$ cat src/rtl/count_arbiter_if.sv
// Request/grant bundle between requesters and the shared burst counter.
// The arbiter uses the slave view; the requester side uses the master view.
interface count_arbiter_if;
   logic [3:0] req;
   logic       step;
   logic [3:0] gnt;
   logic [1:0] grant_id;
   logic [2:0] count;
   logic       busy;
   logic       done;
   logic       abort;

   modport master (
      output req, step,
      input  gnt, grant_id, count, busy, done, abort
   );

   modport slave (
      input  req, step,
      output gnt, grant_id, count, busy, done, abort
   );
endinterface

$ cat src/rtl/count_arbiter.sv
// Round-robin arbiter for one shared 3-bit burst counter.
// A granted requester advances the counter with step until it reaches LIMIT
// (done pulse) or drops its request early (abort pulse). Every burst is
// followed by at least one IDLE cycle before the next grant is issued.
module count_arbiter #(
   parameter logic [2:0] LIMIT = 3'd5   // legal range 1..7
) (
   input  logic             clk,
   input  logic             reset_n,
   count_arbiter_if.slave   bus
);

   typedef enum logic [1:0] {
      IDLE = 2'd0,
      RUN  = 2'd1,
      DONE = 2'd2
   } state_e;

   state_e     state_q, state_d;
   logic [1:0] id_q, id_d;          // requester holding the current grant
   logic [1:0] last_id_q, last_id_d; // last requester served, round-robin base
   logic [2:0] count_q, count_d;
   logic       abort_q, abort_d;

   logic       pick_valid;
   logic [1:0] pick_id;

   // Round-robin search: first set req bit starting at last_id+1, wrapping mod 4
   always_comb begin
      // NOTE: every variable gets a default before any branch, so no path leaves it unassigned and no latch is inferred.
      pick_valid = 1'b0;
      pick_id    = 2'd0;
      for (int i = 1; i <= 4; i++) begin
         if (!pick_valid && bus.req[last_id_q + 2'(i)]) begin
            pick_valid = 1'b1;
            pick_id    = last_id_q + 2'(i);
         end
      end
   end

   // Next-state and counter logic; abort takes precedence over step in RUN
   always_comb begin
      state_d   = state_q;
      id_d      = id_q;
      last_id_d = last_id_q;
      count_d   = count_q;
      abort_d   = 1'b0;

      unique case (state_q)
         IDLE: begin
            count_d = 3'd0;
            if (pick_valid) begin
               state_d = RUN;
               id_d    = pick_id;
            end
         end

         RUN: begin
            if (!bus.req[id_q]) begin
               state_d   = IDLE;
               abort_d   = 1'b1;
               last_id_d = id_q;
               count_d   = 3'd0;
            end else if (bus.step) begin
               if (count_q == LIMIT - 3'd1) begin
                  count_d = LIMIT;
                  state_d = DONE;
               end else begin
                  count_d = count_q + 3'd1;
               end
            end
         end

         DONE: begin
            // Request level is irrelevant here: the burst already completed.
            state_d   = IDLE;
            last_id_d = id_q;
            count_d   = 3'd0;
         end

         default: begin
            state_d = IDLE;
            count_d = 3'd0;
         end
      endcase
   end

   // State register; reset leaves requester 0 first in line
   always_ff @(posedge clk or negedge reset_n) begin
      if (!reset_n) begin
         state_q   <= IDLE;
         id_q      <= 2'd0;
         last_id_q <= 2'd3;
         count_q   <= 3'd0;
         abort_q   <= 1'b0;
      end else begin
         // NOTE: non-blocking assignments so every flop samples the pre-edge values computed above.
         state_q   <= state_d;
         id_q      <= id_d;
         last_id_q <= last_id_d;
         count_q   <= count_d;
         abort_q   <= abort_d;
      end
   end

   // Outputs decode straight from registered state, so done/abort are glitch-free pulses
   assign bus.gnt      = (state_q != IDLE) ? (4'b0001 << id_q) : 4'b0000;
   assign bus.grant_id = (state_q != IDLE) ? id_q : 2'd0;
   assign bus.count    = count_q;
   assign bus.busy     = (state_q != IDLE);
   assign bus.done     = (state_q == DONE);
   assign bus.abort    = abort_q;

endmodule

$ cat src/flat_wrapper.sv
// flat-port wrapper written by rule: the top's interface ports become plain ports
module count_arbiter_flat 
#(
   parameter logic [2:0] LIMIT = 3'd5                      
)
  (clk, reset_n, bus_req, bus_step, bus_gnt, bus_grant_id, bus_count, bus_busy, bus_done, bus_abort);
  count_arbiter_if bus_i ();
  input  logic clk;
  input  logic reset_n;
  input wire logic [$bits(bus_i.req)-1:0] bus_req;
  input wire logic [$bits(bus_i.step)-1:0] bus_step;
  output wire logic [$bits(bus_i.gnt)-1:0] bus_gnt;
  output wire logic [$bits(bus_i.grant_id)-1:0] bus_grant_id;
  output wire logic [$bits(bus_i.count)-1:0] bus_count;
  output wire logic [$bits(bus_i.busy)-1:0] bus_busy;
  output wire logic [$bits(bus_i.done)-1:0] bus_done;
  output wire logic [$bits(bus_i.abort)-1:0] bus_abort;
  assign bus_i.req = bus_req;
  assign bus_i.step = bus_step;
  assign bus_gnt = bus_i.gnt;
  assign bus_grant_id = bus_i.grant_id;
  assign bus_count = bus_i.count;
  assign bus_busy = bus_i.busy;
  assign bus_done = bus_i.done;
  assign bus_abort = bus_i.abort;
  count_arbiter #(.LIMIT(LIMIT)) u_core (.clk(clk), .reset_n(reset_n), .bus(bus_i));
endmodule
$ cat config.mk
export PLATFORM = sky130hd
export DESIGN_NAME = count_arbiter_flat
export DESIGN_NICKNAME = d
export VERILOG_FILES = /design/src/rtl/count_arbiter_if.sv /design/src/rtl/count_arbiter.sv /design/src/flat_wrapper.sv
export SDC_FILE = /design/constraint.sdc
export NUM_CORES = 1
export LEC_CHECK = 0
export CAP_MARGIN = 20
export CORE_MARGIN = 8
export CORE_UTILIZATION = 30
export CTS_BUF_LIST = sky130_fd_sc_hd__clkbuf_4
export CTS_CLUSTER_SIZE = 40
export DETAILED_ROUTE_END_ITERATION = 7
export PLACE_DENSITY = 0.59
export SYNTH_ARGS = -nofsm -noshare
export SYNTH_HDL_FRONTEND = slang
export SYNTH_SLANG_ARGS = --single-unit
$ cat constraint.sdc
create_clock -name clk -period 1.6 [get_ports clk]
set_input_delay 0.16 -clock clk [delete_from_list [all_inputs] [get_ports clk]]
set_output_delay 0.16 -clock clk [all_outputs]
set_load 0.02 [all_outputs]
==> summary.md <==
| Metric | Value |
|---|---|
| Chip width | approximately 63 um |
| Seq cells post-synth | 10 |
| Top FF cell, synth | dfrtp_1 |
| Clock transition at path regs | about 0.070 ns |
| Largest net degree at the start of global routing | 11 |
| CTS Hold Bufs | 0 |
| Die height | between 60 and 70 um |
| Area post-placement | 938 sq um |
| Layout area overhead | 42.0% |
| Gp weighted congestion | ~0.79 |
| Synth top area cells | dfrtp_1 30%, dfstp_2 7.8%, nor2b_1 6.5% |
| WP data arrival | around 1.3 ns |
| Status | finished clean |
| Remaining Overflow, GRT | 0 |
| First-pass GRT wire length | approximately 2.9 mm |
| Share of the synthesized area in the top cell type | 0.299 |
| Setup WS post-layout | 0.0983 ns |
| # setup viols final | 0 |
| Worst slack, placed | -0.0528 ns |
| Initial Util | 0.309 |
| # Max-Cap Violations | 0 |
| Unique masters post-synth | 38 |
| Slew @ Worst Pin | between 0.4 and 0.5 ns |
| EDFF count, synth | 0 |
| CTS tree | yes |
| Hold Vio Cnt, Final | 0 |
| Core footprint | 0.00217 sq mm |
| CTS root buf | clkbuf_4 |
| Placed cell count | 123 |
| Layout Cell Area excl Fill | about 950 sq um |
| Total number of yosys warnings | 0 |
| R2r setup slk | 0.12 ns |
| Cell accounting for the most synthesized area | dfrtp_1 |
| Drt total wl | between 1.5 and 2 mm |
| TritonCTS Sinks | 10 |
| H-tree depth | 1 |
| Setup Buffers After CTS | 0 |
| CTS max path bufs | 2 |
| Worst Hold Class | input pin to asynchronous set/reset pin |
| Max FO, Critical Path | 5 |
| Mapped Area | 671 sq um |
| Setup crit start | u_core.state_q[1] |
| Worst slew margin | 0.685 |
| GRT Total Usage | 0.0888 |
| Nets | 109 |
| Synth Instances | 70 |
| Row Count | 17 |
| Remaining DRCs | 0 |
| Layout cells sized above 1 | 0.303 |
| Post-DP HPWL | roughly 1.3 mm |
| Clk_skew | 0.00391 ns |
| Cell Pwr Density | 1650 mW/mm^2 |
| Antenna Nets Post-Route | 0 |
| Initial antenna violation count | 0 |
| Reg2reg path depth | 4 |
| Syn Nets | 79 |
| CP startpoint kind | flop |
| Fmax | about 670 MHz |
| CP required | 1.44 ns |
| RR Endpoint | u_core.state_q[1] |
| P_leak | between 0.4 and 0.5 nW |
| CP Class | flop to output port |
| Period utilisation layout | 0.939 |
| Crit. End Element | output port |
| Via count | 592 |
| CTS Buf Count | 3 |
| Worst-skew pair later-pin latency | roughly 0.26 ns |
| Drt via density | 4.66 |
| Sequential area share after synthesis | 0.377 |
| Antenna cells | 0 |
| Reg-to-reg startpoint | u_core.id_q[1] |
| Worst vdd ir | about 0.00061 V |
| Number of I/O port buffers | 18 |
| Vias in the first global route | 655 |
| Post-synthesis area per instance | roughly 9.6 sq um |
| IO Count | 19 |
| Non-Filler Instances | roughly 130 |
| Full die area | around 0.004 sq mm |
| Initial DRC count | 13 |
| Crit path time final | ~1.5 ns |
| Drt wl/cell | about 13 um |
| First-pass detailed-route iteration total | 5 |
| Final Max Tran Viols | 0 |
| Ys async rst share | 1.00 |
## cells by family after synthesis
family	after synthesis	synth area share
AOI/OAI and AO/OA	14	0.162
adders and majority gates	2	0.0373
buffers and inverters	6	0.0448
DFF	10	0.377
muxes	4	0.0765
and+or+nand+nor	34	0.302
## routing by layer
layer,track usage,up-vias,share of wire
met5,0,-,0
met2,0.154,11,0.51
met1,0.0979,278,0.44
li1,-,303,-
met3,0.0300,0,0.049
met4,0.0334,0,0
## state kept, by name, indices dropped and copies added, names as in the netlist
signal,cells
u_core.state_q,2
u_core.last_id_q,2
u_core.bus.abort,1
u_core.id_q,2
u_core.bus.count,3
## placed cells by master, fill, tap and decap left out, types with 2 or more instances in the layout
cell	n
o21ai_0	5
buf_2	2
nand3_1	2
nand2_1	3
clkdlybuf4s50_1	10
clkbuf_4	3
inv_1	3
nor3_1	2
nor2_1	5
nor2b_1	7
dlygate4sd2_1	3
nor2_2	2
mux2_4	2
dfstp_2	2
buf_4	9
ha_1	2
dfrtp_1	7
## timing repair
item,in CTS,in global routing
setup endpoints to repair,8,6
gates resized for setup,14,6
gates cloned,0,0
pin swaps,1,1
## critical path, stage by stage, from the launching register on
cell and delay, ns:
dfrtp_1 0.39, nor2_2 0.14, inv_2 0.07, and2_1 0.16, and2b_2 0.18, buf_2 0.15
## power breakdown
group / leakage (nW) / switching (W) / total, W / internal, W
logic: 0.310 / 0.000463 / 0.000938 / 0.000475
clock network: 0.0154 / 0.0000876 / 0.000178 / 0.0000899
registers: 0.124 / 0.0000959 / 0.000459 / 0.000363
total: 0.449 / 0.000647 / 0.00157 / 0.000928
## area by class of cell
cell class | instances | area [sq um]
clock buffer | 3 | 22.5
clock inverter | 1 | 3.75
fill | 231 | 1220
inverter | 4 | 15.0
multi-input combinational | 54 | 390
sequential | 10 | 254
tap | 28 | 35.0
timing repair buffer | 27 | 231
## how the worst max path moves through the flow
stage	endpoint	slack, ns	cells past startpoint
2_1_floorplan	bus_gnt[1]	0.17	4
3_3_place_gp	bus_gnt[1]	-0.04	5
3_5_place_dp	u_core.state_q[1]	-0.05	5
4_1_cts	bus_busy	0.008	3
5_1_grt	bus_gnt[1]	-0.0007	5
6_report	bus_gnt[1]	0.1	5
## Yosys cell counts, types with 2 or more instances
cell type / instances
nand2_1: 3
nor3_1: 2
nor2b_1: 7
nand3_1: 2
o21ai_0: 5
inv_1: 4
nor2_1: 6
mux2_4: 2
dfstp_2: 2
ha_1: 2
dfrtp_1: 8
## through the flow
stage	hold slack [ns]	power (W)	TNS, ns	util
4_1_cts	0.229	0.00160	0	0.438
2_1_floorplan	-0.136	0.00107	0	-
3_3_place_gp	0.521	0.00145	-0.115	0.433
6_report	0.219	0.00157	0	0.439
5_1_grt	0.258	0.00171	-0.000726	0.439
3_5_place_dp	0.518	0.00146	-0.176	0.433
(Power assumes the default switching activity.)
